$ cat config.mk
export PLATFORM = sky130hd
export DESIGN_NAME = multicycle_sequencer
export DESIGN_NICKNAME = d
export VERILOG_FILES = /design/src/rtl/multicycle_sequencer.sv
export SDC_FILE = /design/constraint.sdc
export NUM_CORES = 1
export LEC_CHECK = 0
export CAP_MARGIN = 40
export CORE_MARGIN = 3
export CORE_UTILIZATION = 39
export DETAILED_ROUTE_END_ITERATION = 8
export MAX_ROUTING_LAYER = met4
export PLACE_DENSITY = 0.75
export SLEW_MARGIN = 0
export SYNTH_ARGS = -nofsm -noshare
export SYNTH_HDL_FRONTEND = slang
export SYNTH_SLANG_ARGS = --single-unit
$ cat constraint.sdc
create_clock -name clk -period 1.9 [get_ports clk]
set_input_delay 0.38 -clock clk [delete_from_list [all_inputs] [get_ports clk]]
set_output_delay 0.38 -clock clk [all_outputs]
set_load 0.05 [all_outputs]
$ cat src/rtl/multicycle_sequencer.sv
// Multi-cycle control sequencer: steps the datapath through
// fetch / decode / execute / memory / writeback, drives the memory handshakes,
// register and memory write enables and the PC update strobes, counts retired
// instructions and traps to FAULT when a memory port stops responding.
//
// Opcode map (4-bit):
//   0 ADD  1 SUB  2 SFT  3 INC  4 LHB  5 LIM  6 MVB  7 MVF
//   8 LB   9 STR 10 BNE 11 BEQ 12 BLT 13 JMP 14 TBA 15 HALT
module multicycle_sequencer #(
  parameter int CNT_W       = 16,
  parameter int MEM_TIMEOUT = 8
) (
  input  logic             clk,
  input  logic             reset,
  input  logic             run,
  input  logic [3:0]       opcode,
  input  logic             imm_flag,
  input  logic             branch_taken,
  input  logic             imem_ready,
  input  logic             dmem_ready,
  output logic             imem_req,
  output logic             ir_load,
  output logic             dmem_req,
  output logic             dmem_we,
  output logic             reg_we,
  output logic             pc_inc,
  output logic             pc_load,
  output logic             halted,
  output logic             fault,
  output logic [2:0]       state,
  output logic [CNT_W-1:0] retired
);

  localparam logic [2:0] S_IDLE   = 3'd0;
  localparam logic [2:0] S_FETCH  = 3'd1;
  localparam logic [2:0] S_DECODE = 3'd2;
  localparam logic [2:0] S_EXEC   = 3'd3;
  localparam logic [2:0] S_MEM    = 3'd4;
  localparam logic [2:0] S_WB     = 3'd5;
  localparam logic [2:0] S_HALT   = 3'd6;
  localparam logic [2:0] S_FAULT  = 3'd7;

  localparam logic [3:0] OP_ADD  = 4'd0;
  localparam logic [3:0] OP_MVF  = 4'd7;
  localparam logic [3:0] OP_LB   = 4'd8;
  localparam logic [3:0] OP_STR  = 4'd9;
  localparam logic [3:0] OP_BNE  = 4'd10;
  localparam logic [3:0] OP_BEQ  = 4'd11;
  localparam logic [3:0] OP_BLT  = 4'd12;
  localparam logic [3:0] OP_JMP  = 4'd13;
  localparam logic [3:0] OP_TBA  = 4'd14;
  localparam logic [3:0] OP_HALT = 4'd15;

  // Stall counter only has to reach MEM_TIMEOUT-1.
  localparam int              WAIT_W    = (MEM_TIMEOUT > 1) ? $clog2(MEM_TIMEOUT) : 1;
  localparam logic [WAIT_W-1:0] WAIT_LAST = WAIT_W'(MEM_TIMEOUT - 1);

  logic [2:0]        state_next;
  logic [3:0]        op_q;
  logic              imm_q;
  logic [WAIT_W-1:0] wait_cnt;
  logic              retire;
  logic              stalling;
  logic              is_alu;
  logic              is_mem;
  logic              is_branch;

  // The variant bit travels with the opcode for the datapath decoder; no
  // sequencing decision depends on it.
  logic ir_variant_unused;
  assign ir_variant_unused = imm_q;

  assign is_alu    = (op_q >= OP_ADD) && (op_q <= OP_MVF);
  assign is_mem    = (op_q == OP_LB) || (op_q == OP_STR);
  assign is_branch = (op_q == OP_BNE) || (op_q == OP_BEQ) || (op_q == OP_BLT);
  assign stalling  = ((state == S_FETCH) && !imem_ready) ||
                     ((state == S_MEM)   && !dmem_ready);

  // Next-state and retire decision.
  always_comb begin
    // NOTE: every signal gets a default up front so no path can infer a latch.
    state_next = state;
    retire     = 1'b0;
    case (state)
      S_IDLE:   if (run) state_next = S_FETCH;
      // A ready response wins over the timeout on the last allowed cycle.
      S_FETCH: begin
        if (imem_ready)                state_next = S_DECODE;
        else if (wait_cnt == WAIT_LAST) state_next = S_FAULT;
      end
      S_DECODE: begin
        if (opcode == OP_HALT) begin
          state_next = S_HALT;
          retire     = 1'b1;
        end else begin
          state_next = S_EXEC;
        end
      end
      S_EXEC: begin
        if (is_alu)      state_next = S_WB;
        else if (is_mem) state_next = S_MEM;
        else begin
          // Branches, JMP and TBA finish here.
          state_next = S_FETCH;
          retire     = 1'b1;
        end
      end
      S_MEM: begin
        if (dmem_ready) begin
          if (op_q == OP_STR) begin
            state_next = S_FETCH;
            retire     = 1'b1;
          end else begin
            state_next = S_WB;
          end
        end else if (wait_cnt == WAIT_LAST) begin
          state_next = S_FAULT;
        end
      end
      S_WB: begin
        state_next = S_FETCH;
        retire     = 1'b1;
      end
      default: state_next = state;  // HALT and FAULT hold until reset
    endcase
  end

  // State, latched instruction fields, stall counter and retired counter.
  always_ff @(posedge clk) begin
    // NOTE: sequential state uses non-blocking assignments so every register
    // samples pre-edge values regardless of statement order.
    if (reset) begin
      state    <= S_IDLE;
      op_q     <= 4'd0;
      imm_q    <= 1'b0;
      wait_cnt <= '0;
      retired  <= '0;
    end else begin
      state <= state_next;
      if (state == S_DECODE) begin
        op_q  <= opcode;
        imm_q <= imm_flag;
      end
      // Any state change restarts the stall count for the next wait.
      if (state_next != state) wait_cnt <= '0;
      else if (stalling)       wait_cnt <= wait_cnt + WAIT_W'(1);
      if (retire) retired <= retired + CNT_W'(1);
    end
  end

  // Control strobes decoded from the current state (plus same-cycle handshakes).
  assign imem_req = (state == S_FETCH);
  assign ir_load  = imem_req && imem_ready;
  assign dmem_req = (state == S_MEM);
  assign dmem_we  = dmem_req && (op_q == OP_STR);
  assign reg_we   = (state == S_WB);
  assign pc_load  = (state == S_EXEC) &&
                    ((is_branch && branch_taken) || (op_q == OP_JMP));
  assign pc_inc   = ((state == S_EXEC) &&
                     ((is_branch && !branch_taken) || (op_q == OP_TBA))) ||
                    (dmem_we && dmem_ready) ||
                    reg_we;
  assign halted   = (state == S_HALT);
  assign fault    = (state == S_FAULT);

endmodule

After elaboration in Yosys (flattened, before gate mapping)

Index checks and enable logic that the tools add are counted.

Bits in registers: 26
Bits of input ports: 11
Output and inout bits: 28
Logic and storage cells: 63

$add $sub $neg: 2
Order comparisons: 2
Equality and inequality tests: 17
Multiplexer cells: 15
Reduce and logical (&&, ||, !) cells: 23

Operators with widths:

| cell                    | number |
|---|---|
| $eq A4 B4 Y1 const B    | 8 |
| $mux W3                 | 8 |
| $pmux W3 S6             | 1 |
| $add A16 B1 Y16 const B | 1 |
| $eq A3 B3 Y1 const B    | 5 |
| $logic_and A1 B1 Y1     | 10 |
| $logic_or A1 B1 Y1      | 8 |
| $eq A3 B2 Y1 const B    | 2 |
| $mux W1                 | 5 |
| $ge A4 B1 Y1 const B    | 1 |
| $le A4 B3 Y1 const B    | 1 |
| $pmux W1 S4             | 1 |
| $add A3 B1 Y3 const B   | 1 |
| $eq A3 B1 Y1 const B    | 1 |
| $logic_not A1 Y1        | 3 |
| $logic_not A3 Y1        | 1 |
| $ne A3 B3 Y1            | 1 |
| $reduce_or A2 Y1        | 1 |

Logic depth before layout (Yosys ltp)

Gate-level depths: netlist (run 1).

Depth after elaboration: 8
Depth in mapped cells: 8
Depth with buffers taken out: 7

Worst setup path before layout (run 1)

Ideal clock, no wire load.

Kind: flip-flop to output port
Start: reg state[0]
End: out ir_load
Arrival time: 2369 ps
Data required time: 1520 ps
Setup slack: -849 ps
Cell stages (with the launch flop): 5
Path buffers: 1
Cell sequence: dfxtp_1 buf_2 or2b_1 nor2_1 and2_1

Word-level cells in the longest chain between the ends: 2

RTL lines:

| what                   | line | source |
|---|---|---|
| start, declared        | 30   | `output logic [2:0] state,` |
| start signal, assigned | 139  | `state <= state_next;` |
| $eq A3 B1 Y1           | 152  | `assign imem_req = (state == S_FETCH);` |
| named net imem_req     | 21   | `output logic imem_req,` |
| $logic_and A1 B1 Y1    | 153  | `assign ir_load = imem_req && imem_ready;` |
| end, declared          | 22   | `output logic ir_load,` |

The timed path passes the listed nets, and every way through them passes these cells.

Final worst setup path (run 1)

Start: reg state[0]
End: out pc_inc

Word-level cells in the longest chain between the ends: 5
Elaborated cells on any way between the ends: 8
Those cells by class: eq/ne: 3; reduce/logical: 5

RTL lines:

| what                   | line | source |
|---|---|---|
| $eq A3 B3 Y1           | 154  | `assign dmem_req = (state == S_MEM);` |
| $logic_and A1 B1 Y1    | 155  | `assign dmem_we = dmem_req && (op_q == OP_STR);` |
| $logic_and A1 B1 Y1    | 161  | `(dmem_we && dmem_ready) \|\|` |
| $logic_or A1 B1 Y1     | 160  | `((is_branch && !branch_taken) \|\| (op_q == OP_TBA))) \|\|` |
| $logic_or A1 B1 Y1 (*) | 161  |  |
| end, declared          | 26   | `output logic pc_inc,` |

Mark *: on every way between the ends. The rest lies on a longest branch, timed or not.

==> results of run 1 <==
[worst reg2reg max path: cells and delay by family (launching register included)]
kind            cells  cell delay [ps]
simple gates        3              730
flops               1              380
buf+inv             2              320
compound gates      2              280
[flip-flops by register name, indices dropped and copies added (netlist names)]
name      count
op_q          4
retired      16
state         3
wait_cnt      3
[cell usage in the layout (no fill, tap or decap), types with 2 or more instances in the layout]
master	synthesis	final
a21oi_1	13	13
a31oi_1	4	4
and3_1	8	7
buf_12	0	8
buf_4	1	44
buf_6	2	4
clkbuf_8	0	3
clkdlybuf4s50_1	0	8
dfxtp_1	26	22
dfxtp_4	0	3
ha_1	3	3
inv_1	6	5
mux2i_1	2	2
nand2_1	15	15
nand3_1	2	2
nand4_1	2	2
nor2_1	25	23
nor2_4	1	2
nor2b_1	4	4
nor3_1	3	3
nor3b_1	4	3
nor4_1	2	2
o2111ai_1	4	4
o21ai_0	18	17
o22ai_1	2	2
or3_1	6	6
or3b_4	0	2
xor2_1	10	10
[final timing paths]
check | start | endpoint | cells past startpoint
worst max-delay path | state[0]$_SDFF_PP0_ | pc_inc | 5
worst min-delay path | retired[1]$_SDFFE_PP0P_ | retired[1]$_SDFFE_PP0P_ | 2
worst max register to register | state[0]$_SDFF_PP0_ | retired[12]$_SDFFE_PP0P_ | 7
worst min register to register | retired[1]$_SDFFE_PP0P_ | retired[1]$_SDFFE_PP0P_ | 2
[what timing repair did]
action | in CTS | in global routing
setup endpoints to repair | 3 | 16
gates resized for setup | 5 | 9
pin swaps | 2 | 5
hold buffers | 0 | 0
setup buffers | 6 | 2
[metrics by stage]
step / instance area [um2] / std cells
6_report: 2245 / 293
5_1_grt: 2245 / 293
4_1_cts: 2203 / 291
3_5_place_dp: 2105 / 282
3_3_place_gp: 2105 / 282
2_1_floorplan: 1553 / 189
[kinds of logic (layout without fill, tap and decap cells)]
kind of cell    after synthesis  in the layout  share of synthesized area
buf+inv                      17             75                    0.05657
mux                           2              2                    0.01331
flops                        26             26                     0.3461
compound gates               49             49                     0.2121
xor+xnor                     11             11                    0.06406
fa+ha+maj                     3              3                    0.02496
simple gates                 81             81                     0.2829
[layout make-up]
class	instances	area share
inverters	6	0.01171
clock buffers	3	0.01839
flip-flops and latches	26	0.2375
multi-input cells	146	0.4231
repair buffers	66	0.2837
well taps	46	0.02564
[power groups by stage]
stage,logic (mW),registers [mW],clock network [mW]
finish,0.300,0.574,0.305
global route,0.320,0.577,0.348
CTS,0.284,0.573,0.325
detailed placement,0.260,0.589,0
global placement,0.258,0.587,0
floorplan,0.141,0.602,0
[metal layers]
metal  GRT usage  wire length [um]
met1      0.2318              1785
met4     0.05707                23
met3     0.03777               257
met2      0.2960              1805
met5           -                 0
==> impl_metrics.env, run 1 <==
export IMPL_status="finished clean"
export IMPL_synth_cell_types=42
export IMPL_cp_num_buf_inv=2
export IMPL_drt_wirelength_per_cell_um=13.22
export IMPL_crit_type="register to output pin"
export IMPL_grt_pass1_wl_um=6492
export IMPL_grt_pass1_vias=1488
export IMPL_core_area_mm2=0.003521
export IMPL_cp_slowest_cell="dfxtp_4"
export IMPL_synth_top_area_share=0.3461
export IMPL_yosys_cell_count_top_type="dfxtp_1"
export IMPL_required_ps=1520
export IMPL_critPathCaptureType="output pin"
export IMPL_cap_violations=0
export IMPL_synth_edf_count=0
export IMPL_p_seq_frac=0.487
export IMPL_synth_common_cells="26 x dfxtp_1, 25 x nor2_1, 18 x o21ai_0"
export IMPL_vias=1549
export IMPL_utilization=0.6375
export IMPL_drt_iter0_drc=96
export IMPL_gp_congestion=0.8914
export IMPL_nets=263
export IMPL_finalSetupViolCount=0
export IMPL_fin_skew_ps=6.572
export IMPL_clockRootBuffer="clkbuf_8"
export IMPL_slew_violations=0
export IMPL_rows=21
export IMPL_io_pins=39
export IMPL_crit_chain="buf_6 > nand3b_1 > a21bo_4 > o21bai_2 > buf_12"
export IMPL_die_w_um=68.10
export IMPL_cts_htree_levels=1
export IMPL_multiInputGateArea_um2=949.7
export IMPL_p_comb_frac=0.254
export IMPL_seqCellArea_um2=533.0
export IMPL_worstMarginPinSlew_ps=492.9
export IMPL_antenna_found_initial=0
export IMPL_syn_nets=203
export IMPL_grt_setup_unrepaired="yes"
export IMPL_n_fill_cell=310
export IMPL_p_leak_nw=0.9007
export IMPL_via_per_inst=5.287
export IMPL_irDropWorstVdd_uv=324.6
export IMPL_cp_start_kind="register"
export IMPL_p_per_area_mw_per_mm2=525.4
export IMPL_reg2reg_slack_ps=120
export IMPL_grt_max_degree=24
export IMPL_finalSetupTns_ps=0
export IMPL_ys_top_cells_by_area="dfxtp_1 35%, nor2_1 6.2%, o21ai_0 6.0%"
export IMPL_die_h_um=68.10
export IMPL_drc=0
export IMPL_layout_drive_gt1_share=0.3158
export IMPL_yosysWarnings=0
export IMPL_hold_class="register to register"
export IMPL_clk_pin_slew_ps=90
export IMPL_clock_latency_ps=270
export IMPL_synth_top_cell_by_area="dfxtp_1"
export IMPL_fmax_mhz=535.6
export IMPL_pwr_share_clk=0.259
export IMPL_p_switching_mw=0.3381
export IMPL_cts_buffer_depth=2
export IMPL_cp_top_family="compound AO/OA/AOI/OAI gates"
export IMPL_finalWirelength_um=3872
export IMPL_critPathMaxStageDelay_ps=380
export IMPL_synthFlopType="dfxtp_1"
export IMPL_period_minus_slack_ps=1867
export IMPL_swShare=0.2867
export IMPL_synthArstFlopShare=0
export IMPL_gr_total_overflow=0
export IMPL_antenna_left=0
export IMPL_p_int_mw=0.8412
export IMPL_portBuffers=37
export IMPL_dp_hpwl_um=2682
export IMPL_post_place_ws_ps=-120.3
export IMPL_cp_arrival_ps=1490
export IMPL_synth_area_mm2=0.001504
export IMPL_syn_to_final_growth_pct=49.25
export IMPL_hold_violations=0
export IMPL_diodes=0
export IMPL_yosysSeqAreaShare=0.3461
export IMPL_numCtsBuffers=3
export IMPL_syn_inst=189
export IMPL_avgSynthCellArea_um2=7.957
export IMPL_ys_ff_latch=26
export IMPL_crit_fanout=8
export IMPL_cts_tree="done"
export IMPL_period_share=0.9827
export IMPL_grt_usage=0.1842
export IMPL_dr_pass1_iters=4
export IMPL_start_util=0.4271
export IMPL_power_mw=1.179
export IMPL_die_area_mm2=0.004638
export IMPL_fin_ws_ps=32.80
export IMPL_numClockSinks=26
export IMPL_slew_headroom=0.6704
export IMPL_timing_hold_ws_ps=510.6
Power figures use the tool's default switching activity.
==> inputs of run 2 (changes only) <==
--- a/config.mk
+++ b/config.mk
@@ -6,11 +6,15 @@
 export NUM_CORES = 1
 export LEC_CHECK = 0
 export CAP_MARGIN = 40
+export CELL_PAD_IN_SITES_DETAIL_PLACEMENT = 1
+export CELL_PAD_IN_SITES_GLOBAL_PLACEMENT = 2
 export CORE_MARGIN = 3
-export CORE_UTILIZATION = 39
+export CORE_UTILIZATION = 27
 export DETAILED_ROUTE_END_ITERATION = 8
+export HOLD_SLACK_MARGIN = 0.02
 export MAX_ROUTING_LAYER = met4
-export PLACE_DENSITY = 0.75
+export PLACE_DENSITY = 0.87
+export SKIP_CTS_REPAIR_TIMING = 1
 export SLEW_MARGIN = 0
 export SYNTH_ARGS = -nofsm -noshare
 export SYNTH_HDL_FRONTEND = slang
==> run 2 against run 1 <==
Compared with the run above:
- non-clock buffer count is the same
- register-to-register slack lost 40 ps
- via count grew 2.5%
- first-iteration DRC count shrank 38%
- wire length grew 18%
- sequential power grew 0.7%
- critical endpoint unchanged
- largest cell class unchanged
==> impl_metrics.env, run 2 (synthesis results as in run 1) <==
export IMPL_status="finished clean"
export IMPL_layout_drive_gt1_share=0.3065
export IMPL_critPathMaxStageDelay_ps=380
export IMPL_finalSetupViolCount=0
export IMPL_fmax_mhz=527.0
export IMPL_grt_pass1_vias=1507
export IMPL_p_per_area_mw_per_mm2=555.2
export IMPL_numCtsBuffers=3
export IMPL_cap_violations=0
export IMPL_fin_skew_ps=4.570
export IMPL_finalWirelength_um=4584
export IMPL_antenna_left=0
export IMPL_seqCellArea_um2=534.3
export IMPL_grt_setup_unrepaired="yes"
export IMPL_io_pins=39
export IMPL_clockRootBuffer="clkbuf_8"
export IMPL_cts_htree_levels=1
export IMPL_finalSetupTns_ps=0
export IMPL_cp_num_buf_inv=2
export IMPL_top_register="retired"
export IMPL_core_area_mm2=0.005238
export IMPL_gp_congestion=0.7695
export IMPL_drt_iter0_drc=60
export IMPL_slew_violations=0
export IMPL_top_regs="retired (16), op_q (4)"
export IMPL_drc=0
export IMPL_irDropWorstVdd_uv=328.5
export IMPL_grt_usage=0.1433
export IMPL_via_per_inst=4.991
export IMPL_cp_top_family="compound AO/OA/AOI/OAI gates"
export IMPL_clock_latency_ps=280
export IMPL_largest_reg_flops=16
export IMPL_multiInputGateArea_um2=949.7
export IMPL_start_util=0.2871
export IMPL_die_w_um=80.64
export IMPL_final_cell_mix="44 x buf_4, 23 x nor2_1, 21 x dfxtp_1"
export IMPL_rows=26
export IMPL_numClockSinks=26
export IMPL_cp_start_kind="register"
export IMPL_slew_headroom=0.6692
export IMPL_crit_chain="buf_6 > and4b_1 > a21bo_4 > o21bai_4 > buf_12"
export IMPL_cts_buffer_depth=2
export IMPL_p_leak_nw=0.9343
export IMPL_critPathCaptureType="output pin"
export IMPL_n_fill_cell=623
export IMPL_hold_class="register to register"
export IMPL_required_ps=1520
export IMPL_cp_slowest_cell="dfxtp_4"
export IMPL_syn_to_final_growth_pct=53.49
export IMPL_utilization=0.4408
export IMPL_period_share=0.9988
export IMPL_dr_pass1_iters=4
export IMPL_final_common_cell="buf_4"
export IMPL_dp_hpwl_um=3285
export IMPL_antenna_found_initial=0
export IMPL_grt_max_degree=24
export IMPL_period_minus_slack_ps=1898
export IMPL_crit_fanout=7
export IMPL_grt_pass1_wl_um=7210
export IMPL_die_h_um=80.64
export IMPL_die_area_mm2=0.006502
export IMPL_crit_type="register to output pin"
export IMPL_hold_violations=0
export IMPL_gr_total_overflow=0
export IMPL_vias=1587
export IMPL_drt_wirelength_per_cell_um=14.42
export IMPL_cp_arrival_ps=1520
export IMPL_worstMarginPinSlew_ps=494.6
export IMPL_portBuffers=37
export IMPL_nets=263
export IMPL_diodes=0
export IMPL_cts_tree="done"
export IMPL_clk_pin_slew_ps=100
run 2: cell types whose count changed in the layout (fill, tap and decap cells not counted), sizes merged:
cell	previous run	this run
dlygate4sd2	1	0
clkbuf	3	4
buf	56	55
dlymetal6s2s	1	3
run 2: final cells by class:
cell class | count | area share
Tap cell | 70 | 0.03794
Multi-Input combinational cell | 146 | 0.4114
Timing Repair Buffer | 66 | 0.2791
Sequential cell | 26 | 0.2314
Clock buffer | 4 | 0.02873
Inverter | 6 | 0.01138
run 2: layer usage:
layer	up-vias	global-route usage	share of wire
met1	756	0.1816	0.46
met2	39	0.2417	0.49
met3	2	0.03139	0.048
li1	790	-	-
met5	-	-	0
met4	0	0.01520	0.0035
run 2: final timing paths:
check	from	end	slack [ps]	cells past startpoint
worst max-delay path	state[2]$_SDFF_PP0_	pc_inc	2	5
worst max register to register	state[1]$_SDFF_PP0_	retired[10]$_SDFFE_PP0P_	80	5
worst min-delay path	retired[1]$_SDFFE_PP0P_	retired[1]$_SDFFE_PP0P_	500	2
worst min register to register	retired[1]$_SDFFE_PP0P_	retired[1]$_SDFFE_PP0P_	500	2
run 2: worst reg2reg max path: stages, from the launching register on:
cell and delay, ps:
dfxtp_4 430, or3b_1 430, o22ai_4 200, o2111ai_4 180, or3_1 350, a21oi_1 150
run 2: per-stage QoR:
stage	instance area [um2]	power (mW)	setup WS, ps	std cells	hold slack (ps)
floorplan	1553	0.7433	-78.42	189	439.7
global placement	2165	0.8501	-129.2	308	479.1
detailed placement	2165	0.8529	-144.1	308	493.7
CTS	2231	1.292	-172.3	312	509.4
global route	2308	1.338	-50.89	318	529.1
finish	2308	1.282	2.285	318	502.5
run 2: power by group:
| part | switching [mW] | internal [mW] |
|---|---|---|
| logic | 0.153 | 0.124 |
| clock network | 0.196 | 0.230 |
| registers | 0.0210 | 0.557 |
==> inputs of run 3 (changes only) <==
--- a/config.mk
+++ b/config.mk
@@ -9,11 +9,11 @@
 export CELL_PAD_IN_SITES_DETAIL_PLACEMENT = 1
 export CELL_PAD_IN_SITES_GLOBAL_PLACEMENT = 2
 export CORE_MARGIN = 3
-export CORE_UTILIZATION = 27
+export CORE_UTILIZATION = 25
 export DETAILED_ROUTE_END_ITERATION = 8
 export HOLD_SLACK_MARGIN = 0.02
 export MAX_ROUTING_LAYER = met4
-export PLACE_DENSITY = 0.87
+export PLACE_DENSITY = 0.85
 export SKIP_CTS_REPAIR_TIMING = 1
 export SLEW_MARGIN = 0
 export SYNTH_ARGS = -nofsm -noshare
==> constraint.sdc (replaced) <==
create_clock -name clk -period 1.7 [get_ports clk]
set_input_delay 0.34 -clock clk [delete_from_list [all_inputs] [get_ports clk]]
set_output_delay 0.34 -clock clk [all_outputs]
set_load 0.05 [all_outputs]
==> run 3 against run 2 <==
Compared with the run above:
- the flow now finishes with violations (negative setup slack)
- flip-flop and latch count unchanged
- final cell count increased by 5.0%
- critical path depth unchanged
- non-clock buffer count increased by 14
- worst setup slack got worse by 200 ps
- global-route usage decreased by 1.0 points
- hold slack got worse by 15 ps
- clock skew increased by 2.5 ps
- wire length increased by 6.1%
- first-iteration DRC count decreased by 28%
- largest power group unchanged
- highest routed layer unchanged
==> impl_metrics.env, run 3 (synthesis results as in run 1) <==
export IMPL_cap_violations=0
export IMPL_period_share=1.114
export IMPL_top_register="retired"
export IMPL_die_area_mm2=0.006982
export IMPL_slew_headroom=0.7418
export IMPL_drt_wirelength_per_cell_um=14.56
export IMPL_grt_pass1_vias=1696
export IMPL_fmax_mhz=527.8
export IMPL_dp_hpwl_um=3583
export IMPL_gp_congestion=0.7096
export IMPL_io_pins=39
export IMPL_cp_start_kind="register"
export IMPL_violations="negative setup slack"
export IMPL_antenna_left=0
export IMPL_final_cell_mix="52 x buf_4, 22 x nor2_1, 21 x dfxtp_1"
export IMPL_numClockSinks=26
export IMPL_crit_type="register to output pin"
export IMPL_grt_setup_unrepaired="yes"
export IMPL_p_per_area_mw_per_mm2=538.8
export IMPL_multiInputGateArea_mm2=0.001052
export IMPL_final_common_cell="buf_4"
export IMPL_crit_start="state[0]$_SDFF_PP0_"
export IMPL_clock_latency_ps=270
export IMPL_crit_fanout=5
export IMPL_gr_total_overflow=0
export IMPL_top_regs="retired (16), op_q (4)"
export IMPL_utilization=0.4555
export IMPL_reg2reg_slack_ps=-90
export IMPL_whs_path_depth=4
export IMPL_cp_endpoint="dmem_we"
export IMPL_diodes=0
export IMPL_worstReg2RegStart="state[2]$_SDFF_PP0_"
export IMPL_drc=0
export IMPL_vias=1638
export IMPL_via_per_inst=4.904
export IMPL_placed_area_mm2=0.002344
export IMPL_syn_to_final_growth_pct=71.88
export IMPL_hold_violations=0
export IMPL_layout_drive_gt1_share=0.4122
export IMPL_rows=27
export IMPL_worstMarginPinSlew_ps=387.3
export IMPL_numCtsBuffers=3
export IMPL_finalSetupViolCount=16
export IMPL_dr_pass1_iters=4
export IMPL_hold_class="primary input to register"
export IMPL_n_fill_cell=655
export IMPL_status="complete, but fails checks"
export IMPL_irDropWorstVdd_uv=525.1
export IMPL_antenna_found_initial=0
export IMPL_cts_buffer_depth=2
export IMPL_cts_tree="done"
export IMPL_grt_max_degree=24
export IMPL_portBuffers=37
export IMPL_period_minus_slack_ps=1895
export IMPL_rr_worst_depth=7
export IMPL_fin_ws_ps=-194.6
export IMPL_die_w_um=83.56
export IMPL_finish_instance_area_mm2=0.002585
export IMPL_fin_skew_ps=7.037
export IMPL_grt_pass1_wl_um=7748
export IMPL_critPathCaptureType="output pin"
export IMPL_slew_violations=0
export IMPL_rr_endpoint="retired[15]$_SDFFE_PP0P_"
export IMPL_largest_reg_flops=16
export IMPL_grt_usage=0.1330
export IMPL_finalWirelength_um=4863
export IMPL_required_ps=1360
export IMPL_clockRootBuffer="clkbuf_8"
export IMPL_nets=277
export IMPL_cts_htree_levels=1
export IMPL_die_h_um=83.56
export IMPL_p_leak_nw=1.028
export IMPL_seqCellArea_um2=534.3
export IMPL_start_util=0.2650
export IMPL_drt_iter0_drc=43
export IMPL_core_area_mm2=0.005675
export IMPL_clk_pin_slew_ps=100
export IMPL_cp_arrival_ps=1550
-- run 3: worst max-delay path: stages (launching register included) --
cell        delay [ps]
dfxtp_4            370
buf_12             130
or3b_4             390
clkinvlp_4          80
and3_4             180
buf_12             130
-- run 3: worst min path at each step --
stage,slack (ps),to,startpoint
finish,490,op_q[2]$_SDFFE_PP0P_,opcode[2]
global route,510,op_q[1]$_SDFFE_PP0P_,opcode[1]
CTS,520,retired[1]$_SDFFE_PP0P_,retired[1]$_SDFFE_PP0P_
detailed placement,490,retired[5]$_SDFFE_PP0P_,retired[5]$_SDFFE_PP0P_
global placement,470,retired[1]$_SDFFE_PP0P_,retired[1]$_SDFFE_PP0P_
floorplan,400,state[0]$_SDFF_PP0_,reset
-- run 3: layer usage --
| layer | global-route usage | routed length, um | vias up |
|---|---|---|---|
| li1 | - | - | 813 |
| met4 | 0.01316 | 20 | 0 |
| met1 | 0.1663 | 2212 | 791 |
| met5 | - | 0 | - |
| met2 | 0.2314 | 2462 | 32 |
| met3 | 0.02468 | 167 | 2 |
-- run 3: where the power goes --
part           switching (mW)  internal [mW]  total (mW)
Combinational           0.201          0.195       0.396
Clock                   0.200          0.162       0.362
Sequential             0.0119          0.622       0.634
Total                   0.414          0.979        1.39
-- run 3: layout make-up --
type,instances,area share
multi-input cells,146,0.4071
well taps,72,0.03485
flip-flops and latches,26,0.2067
repair buffers,80,0.3238
inverters,6,0.01016
clock inverters,1,0.001452
clock buffers,3,0.01597
-- run 3: stage by stage --
| stage | setup TNS, ps | power, mW | cells | hold slack (ps) | setup slack, ps |
|---|---|---|---|---|---|
| floorplan | -1871 | 0.8397 | 189 | 399.7 | -200.8 |
| global placement | -4701 | 1.012 | 322 | 472.9 | -312.0 |
| detailed placement | -5266 | 1.020 | 322 | 493.8 | -323.0 |
| CTS | -1524 | 1.384 | 326 | 515.1 | -251.4 |
| global route | -3360 | 1.467 | 334 | 506.9 | -239.1 |
| finish | -1550 | 1.393 | 334 | 487.7 | -194.6 |
